[src/rtl/fpadd_arbiter.sv]
// rtl/fpadd_arbiter.sv - round-robin arbiter sequencing one shared multi-cycle FP adder
module fpadd_arbiter #(
    parameter int NREQ    = 4,
    parameter int TIMEOUT = 64
) (
    input  logic                clk,
    input  logic                reset,
    input  logic [NREQ-1:0]     req_valid,
    input  logic [32*NREQ-1:0]  req_a,
    input  logic [32*NREQ-1:0]  req_b,
    output logic [NREQ-1:0]     req_ready,
    output logic [NREQ-1:0]     rsp_valid,
    input  logic [NREQ-1:0]     rsp_ready,
    output logic [31:0]         rsp_result,
    output logic                add_start,
    output logic [31:0]         add_a,
    output logic [31:0]         add_b,
    input  logic                add_done,
    input  logic [31:0]         add_result,
    output logic                busy,
    output logic                timeout_err
);
    localparam int GW = $clog2(NREQ);
    localparam int CW = $clog2(TIMEOUT);
    localparam logic [31:0] QNAN = 32'h7FC00000;

    typedef enum logic [1:0] {S_IDLE, S_ISSUE, S_WAIT, S_RESP} state_t;

    state_t          state;
    logic [GW-1:0]   ptr;
    logic [GW-1:0]   grant;
    logic [CW-1:0]   wd_cnt;
    logic [31:0]     result_q;

    logic            found;
    logic [GW-1:0]   win;
    logic [GW-1:0]   idx;
    logic [31:0]     a_sel;
    logic [31:0]     b_sel;
    logic            wd_expire;

    // Rotating priority search starting at ptr; first hit wins.
    always_comb begin
        found = 1'b0;
        win   = '0;
        idx   = '0;
        for (int k = 0; k < NREQ; k++) begin
            idx = GW'((int'(ptr) + k) % NREQ);
            if (!found && req_valid[idx]) begin
                found = 1'b1;
                win   = idx;
            end
        end
    end

    always_comb begin
        a_sel = '0;
        b_sel = '0;
        for (int i = 0; i < NREQ; i++) begin
            if (win == GW'(i)) begin
                a_sel = req_a[32*i +: 32];
                b_sel = req_b[32*i +: 32];
            end
        end
    end

    // A real completion on the expiry cycle wins over the watchdog.
    assign wd_expire   = (state == S_WAIT) && !add_done && (wd_cnt == CW'(TIMEOUT-1));
    assign timeout_err = wd_expire;
    assign req_ready   = (state == S_IDLE && found && !reset) ? (NREQ'(1) << win) : '0;
    assign rsp_valid   = (state == S_RESP) ? (NREQ'(1) << grant) : '0;
    assign rsp_result  = (state == S_RESP) ? result_q : '0;
    assign add_start   = (state == S_ISSUE);
    assign busy        = (state != S_IDLE);

    always_ff @(posedge clk) begin
        if (reset) begin
            state    <= S_IDLE;
            ptr      <= '0;
            grant    <= '0;
            wd_cnt   <= '0;
            result_q <= '0;
            add_a    <= '0;
            add_b    <= '0;
        end else begin
            case (state)
                S_IDLE: begin
                    if (found) begin
                        add_a <= a_sel;
                        add_b <= b_sel;
                        grant <= win;
                        state <= S_ISSUE;
                    end
                end
                S_ISSUE: begin
                    wd_cnt <= '0;
                    state  <= S_WAIT;
                end
                S_WAIT: begin
                    if (add_done) begin
                        result_q <= add_result;
                        state    <= S_RESP;
                    end else if (wd_expire) begin
                        result_q <= QNAN;
                        state    <= S_RESP;
                    end else begin
                        wd_cnt <= wd_cnt + 1'b1;
                    end
                end
                S_RESP: begin
                    if (rsp_ready[grant]) begin
                        ptr   <= (grant == GW'(NREQ-1)) ? '0 : grant + 1'b1;
                        state <= S_IDLE;
                    end
                end
                default: state <= S_IDLE;
            endcase
        end
    end
endmodule

[config.mk]
export PLATFORM = sky130hd
export DESIGN_NAME = fpadd_arbiter
export DESIGN_NICKNAME = d
export VERILOG_FILES = /design/src/rtl/fpadd_arbiter.sv
export SDC_FILE = /design/constraint.sdc
export NUM_CORES = 1
export LEC_CHECK = 0
export ABC_AREA = 1
export CORE_ASPECT_RATIO = 1.2
export CORE_UTILIZATION = 26
export CTS_CLUSTER_SIZE = 20
export DETAILED_ROUTE_END_ITERATION = 16
export SLEW_MARGIN = 10
export SYNTH_ARGS = -nofsm -noshare
export SYNTH_HDL_FRONTEND = slang
export SYNTH_SLANG_ARGS = --single-unit
[constraint.sdc]
create_clock -name clk -period 4.9 [get_ports clk]
set_input_delay 1.47 -clock clk [delete_from_list [all_inputs] [get_ports clk]]
set_output_delay 1.47 -clock clk [all_outputs]
set_load 0.01 [all_outputs]
Yosys cells after proc, flatten, opt, wreduce, memory -nomap -nowiden
Index checks and enable logic that the tools add are counted.
{"block": "classes", "n_mux": 40, "magnitude_cmp": 5, "n_addsub": 5, "div_mod_pow": 0, "shifts": 2, "n_eq_ne": 13, "bitwise_logic": 0, "n_reduce_logical": 22, "n_mul": 0}
{"operator": "$mux W32", "count": 11}
{"operator": "$mux W2", "count": 9}
{"operator": "$lt A2 B3 Y1 const B", "count": 5}
{"operator": "$mux W6", "count": 2}
{"operator": "$pmux W6 S2", "count": 1}
{"operator": "$bmux W1 S2", "count": 5}
{"operator": "$eq A2 B2 Y1 const B", "count": 5}
{"operator": "$mux W1", "count": 9}
{"operator": "$mux W4", "count": 2}
{"operator": "$pmux W2 S4", "count": 1}
{"operator": "$shl A1 B2 Y4 const A", "count": 2}
{"operator": "$logic_and A1 B1 Y1", "count": 7}
{"operator": "$add A6 B1 Y6 const B", "count": 1}
{"operator": "$eq A6 B6 Y1 const B", "count": 1}
{"operator": "$ne A2 B2 Y1 const B", "count": 3}
{"operator": "$reduce_and A2 Y1", "count": 3}
{"operator": "$reduce_and A3 Y1", "count": 2}
{"operator": "$reduce_bool A2 Y1", "count": 3}
{"operator": "$logic_not A1 Y1", "count": 5}
{"operator": "$add A2 B1 Y2 const B", "count": 2}
{"operator": "$add A2 B2 Y2 const B", "count": 2}
{"operator": "$eq A2 B1 Y1 const B", "count": 2}
{"operator": "$logic_not A2 Y1", "count": 2}
{"operator": "$ne A3 B3 Y1 const B", "count": 1}
{"operator": "$ne A2 B1 Y1 const B", "count": 1}
{"block": "word_totals", "n_memories": 0, "in_bits": 299, "latch_bits": 0, "ram_bits": 0, "out_inout_bits": 107, "mem_bits_ro": 0, "register_bits": 108, "elab_cells": 94}

Longest topological paths before layout
{"block": "logic_depth", "ltp_word": 17, "ltp_mapped": 17, "ltp_nobuf": 15}

Worst setup path before layout
Ideal clock, no wire load.
{"block": "synth_path", "path_type": "input-to-output", "start": "input req_valid[1]", "end": "output req_ready[1]", "t_required_ns": 3.430, "arrival_time_ns": 2.761, "path_slack_ns": 0.669, "stages": 12, "n_path_buf": 1, "cell_sequence": "inv_1 nand2_1 nand3_2 nand2_2 inv_2 nand3_1 or2_1 nand2_2 inv_2 buf_2 nand2_1 nor3_1"}
{"block": "synth_between", "elab_chain_len": 15}
{"item": "start: declaration", "line": "8", "source": "input logic [NREQ-1:0] req_valid,"}
{"item": "$bmux W1 S2", "line": "49", "source": "if (!found && req_valid[idx]) begin"}
{"item": "$mux W1 (not written as such)", "line": "49"}
{"item": "$mux W1", "line": "49"}
{"item": "$logic_not A1 Y1", "line": "49"}
{"item": "$logic_and A1 B1 Y1", "line": "49"}
{"item": "$mux W1", "line": "49"}
{"item": "$logic_not A1 Y1", "line": "49"}
{"item": "$logic_and A1 B1 Y1", "line": "49"}
{"item": "$mux W1", "line": "49"}
{"item": "$logic_not A1 Y1", "line": "49"}
{"item": "$logic_and A1 B1 Y1", "line": "49"}
{"item": "$mux W1", "line": "49"}
{"item": "$logic_and A1 B1 Y1 (2 in a row)", "line": "70", "source": "assign req_ready = (state == S_IDLE && found && !reset) ? (NREQ'(1) << win) : '0;"}
{"item": "$mux W4 *", "line": "70"}
{"item": "end: declaration", "line": "11", "source": "output logic [NREQ-1:0] req_ready,"}
Every way passes the cells marked *; elsewhere a longest branch is shown, timed or not. The select of a mux whose other input is x is not followed.

Final worst setup path
{"block": "layout_path", "start": "input req_valid[3]", "end": "output req_ready[0]"}
The elaborated chain is that of the path after synthesis.

==> reports/metrics.csv <==
metric;value;unit
final_layout_size_suffix_gt1_frac;0.0574;
final_cell_mix;clkdlybuf4s50_1 (400), nand2_1 (378), dfxtp_1 (108);
placed_cells;1773;
peakVddDrop;305;uV
fin_cells;1791;
io_pins;406;
max-cap-violations;0;
grt_max_degree;100;
place_area;10900;um2
syn2layout_area_growth;72.3;%
worstMarginPinSlew;1.01;ns
reg2reg_setup_slack;1.99;ns
drt-vias-per-instance;4.58;
avgSynthCellArea;6.00;um2
min_period_over_period;0.955;
syn_nets;1392;
portBuffers;405;
crit_start;req_valid[3];
ys_seq_elements;108;
die_x;146;um
root_buffer;clkbuf_16;
synthCells;1084;
crit_end;req_ready[0];
hold_class;flip-flop to flip-flop;
stdcell_area;11200;um2
insertion_delay;0.37;ns
slew_headroom;0.327;
clock.fmax;0.214;GHz
fp.dieArea;25600;um2
drt_first_pass_iters;4;
r2r-end;add_a[21];
synthTopCellsByArea;dfxtp_1 (33%), nand2_1 (22%), o21ai_0 (7.5%), nand3_1 (7.0%), a21oi_1 (6.9%);
cts_buffers;9;
ys_warn_count;0;
cp.required;3.43;ns
outcome;completed;
powerDensity;485;nW/um2
ys_seq_area_frac;0.332;
rows;63;
rr_startpoint;ptr[0];
final_common_cell;clkdlybuf4s50_1;
critical_path_class;primary input to output port;
worstPathArrival;3.21;ns
gp_congestion;0.855;
die_h;175;um
finClkSkew;0.0144;ns
num_vias;8204;
routedWlPerCell;15.5;um
grt_pass1_vias;7628;
r2r_cells;14;
overflow;0;
synth_top_area_frac;0.332;
path_max_fanout;4;
rsz0062_at_grt;no;
synth.distinct_cells;34;
hold_viol;0;
hpwl;20700;um
synth_top_area_cell;dfxtp_1;
ant_nets;0;
power_leakage;4.88;nW
final.min_clock_period;4.68;ns
syn_area;6500;um2
start_util;0.264;
endpoint_kind;output port;
nets;1767;
cts_tree;done;
drt-initial-drc-count;381;
routed_wl;27800;um
clkTransAtPathRegs;0.08;ns
htree_levels;3;
slew_violations;0;
fillCellCount;2592;
grt_pass1_wl;42200;um
clock_path_buffers;2;
core_region_area;24700;um2
start_kind;primary input;
grt_usage;0.211;
hold_buffers;0;
drcViolationCount;0;
grt_antenna_before_repair;2;
setup_viol;0;
cts_sinks;108;
critical path: stages:
cell,delay (ns)
clkdlybuf4s50_1,0.52
nand2_2,0.08
nand2_2,0.10
nand2_1,0.07
nand2_2,0.12
inv_2,0.03
nand3_1,0.07
or2_1,0.14
nand2_2,0.06
inv_2,0.06
nand2_2,0.08
buf_4,0.15
nor2_1,0.09
clkbuf_2,0.15
sequential cells by signal, indices dropped and copies added, names as in the netlist:
name      cells
add_a        32
add_b        32
grant         2
ptr           2
result_q     32
state         2
wd_cnt        6
report_power, final:
group | switching [mW] | internal (mW) | leakage, nW | total [mW]
sequential | 0.176 | 1.19 | 0.887 | 1.37
combinational | 1.88 | 1.41 | 3.84 | 3.29
clock | 0.405 | 0.370 | 0.153 | 0.775
total | 2.46 | 2.97 | 4.88 | 5.43
cell type report:
class                   instances  area (um2)  area share
well taps                     325         407      0.0363
diodes                          2        5.00    0.000447
multi-input cells             793        3600       0.322
clock inverters                 7        93.8     0.00837
clock buffers                   9         225      0.0201
flip-flops and latches        108        2160       0.193
inverters                     113         427      0.0381
repair buffers                434        4280       0.382
metrics by stage:
step,util,hold slack [ns],setup WS [ns],total power [mW],TNS [ns]
finish,0.454,0.463,0.221,5.43,0
global route,0.454,0.480,0.00167,5.91,0
CTS,0.454,0.465,0.0692,5.51,0
detailed placement,0.442,0.452,-0.246,4.71,-0.832
global placement,0.442,0.448,-0.222,4.70,-0.786
floorplan,-,0.441,0.669,3.21,0
worst min-delay path by stage:
stage	slack, ns	cells after the start	startpoint	endpoint
global route	0.48	2	result_q[20]	result_q[20]
floorplan	0.44	2	result_q[0]	result_q[0]
CTS	0.46	2	result_q[28]	result_q[28]
finish	0.46	2	result_q[25]	result_q[25]
detailed placement	0.45	2	result_q[28]	result_q[28]
global placement	0.45	2	result_q[7]	result_q[7]
cell usage after synthesis:
cell type  count
nor2_2         3
dfxtp_1      108
nor2_1        58
clkbuf_1      41
or2_1          1
o21ai_0       97
buf_4          2
buf_1          2
nand3_2        2
a32o_1         1
ha_1           9
xor2_1         1
a32oi_1        1
o211ai_1       3
nand2_4        1
o21ai_1       17
inv_2          7
nor2_4         2
nand2b_1       1
nand2_1      381
clkbuf_2       1
or2_2          4
inv_1        105
buf_6          3
a21boi_1       1
nand3_1       91
nand2_2        9
nand4_1       10
a21oi_1       90
nor3_1         7
buf_2         21
nand2_8        1
inv_4          1
a211oi_1       2
cells by family (layout without fill, tap and decap cells):
| family | after synthesis | in the layout | share of synthesized area |
|---|---|---|---|
| AND/OR/NAND/NOR | 571 | 571 | 0.367 |
| AO/OA/AOI/OAI | 212 | 212 | 0.167 |
| buffers and inverters | 183 | 563 | 0.115 |
| flip-flops | 108 | 108 | 0.332 |
| adder cells (fa/ha/maj) | 9 | 9 | 0.0173 |
| XOR/XNOR | 1 | 1 | 0.00135 |
| other | 0 | 2 | 0 |
timing repair:
action                                  in CTS  in global routing
pin swaps                                    0                  1
endpoints found under the setup margin       4                  4
resized for setup                            6                 11
buffers inserted                             0                  0
layer usage:
metal  global-route usage  wire, um
met2                0.364     13400
met3               0.0488      1980
met1                0.256     11600
met5                    0         0
met4               0.0729       744
Note: power is estimated with default switching activity, not from simulation.
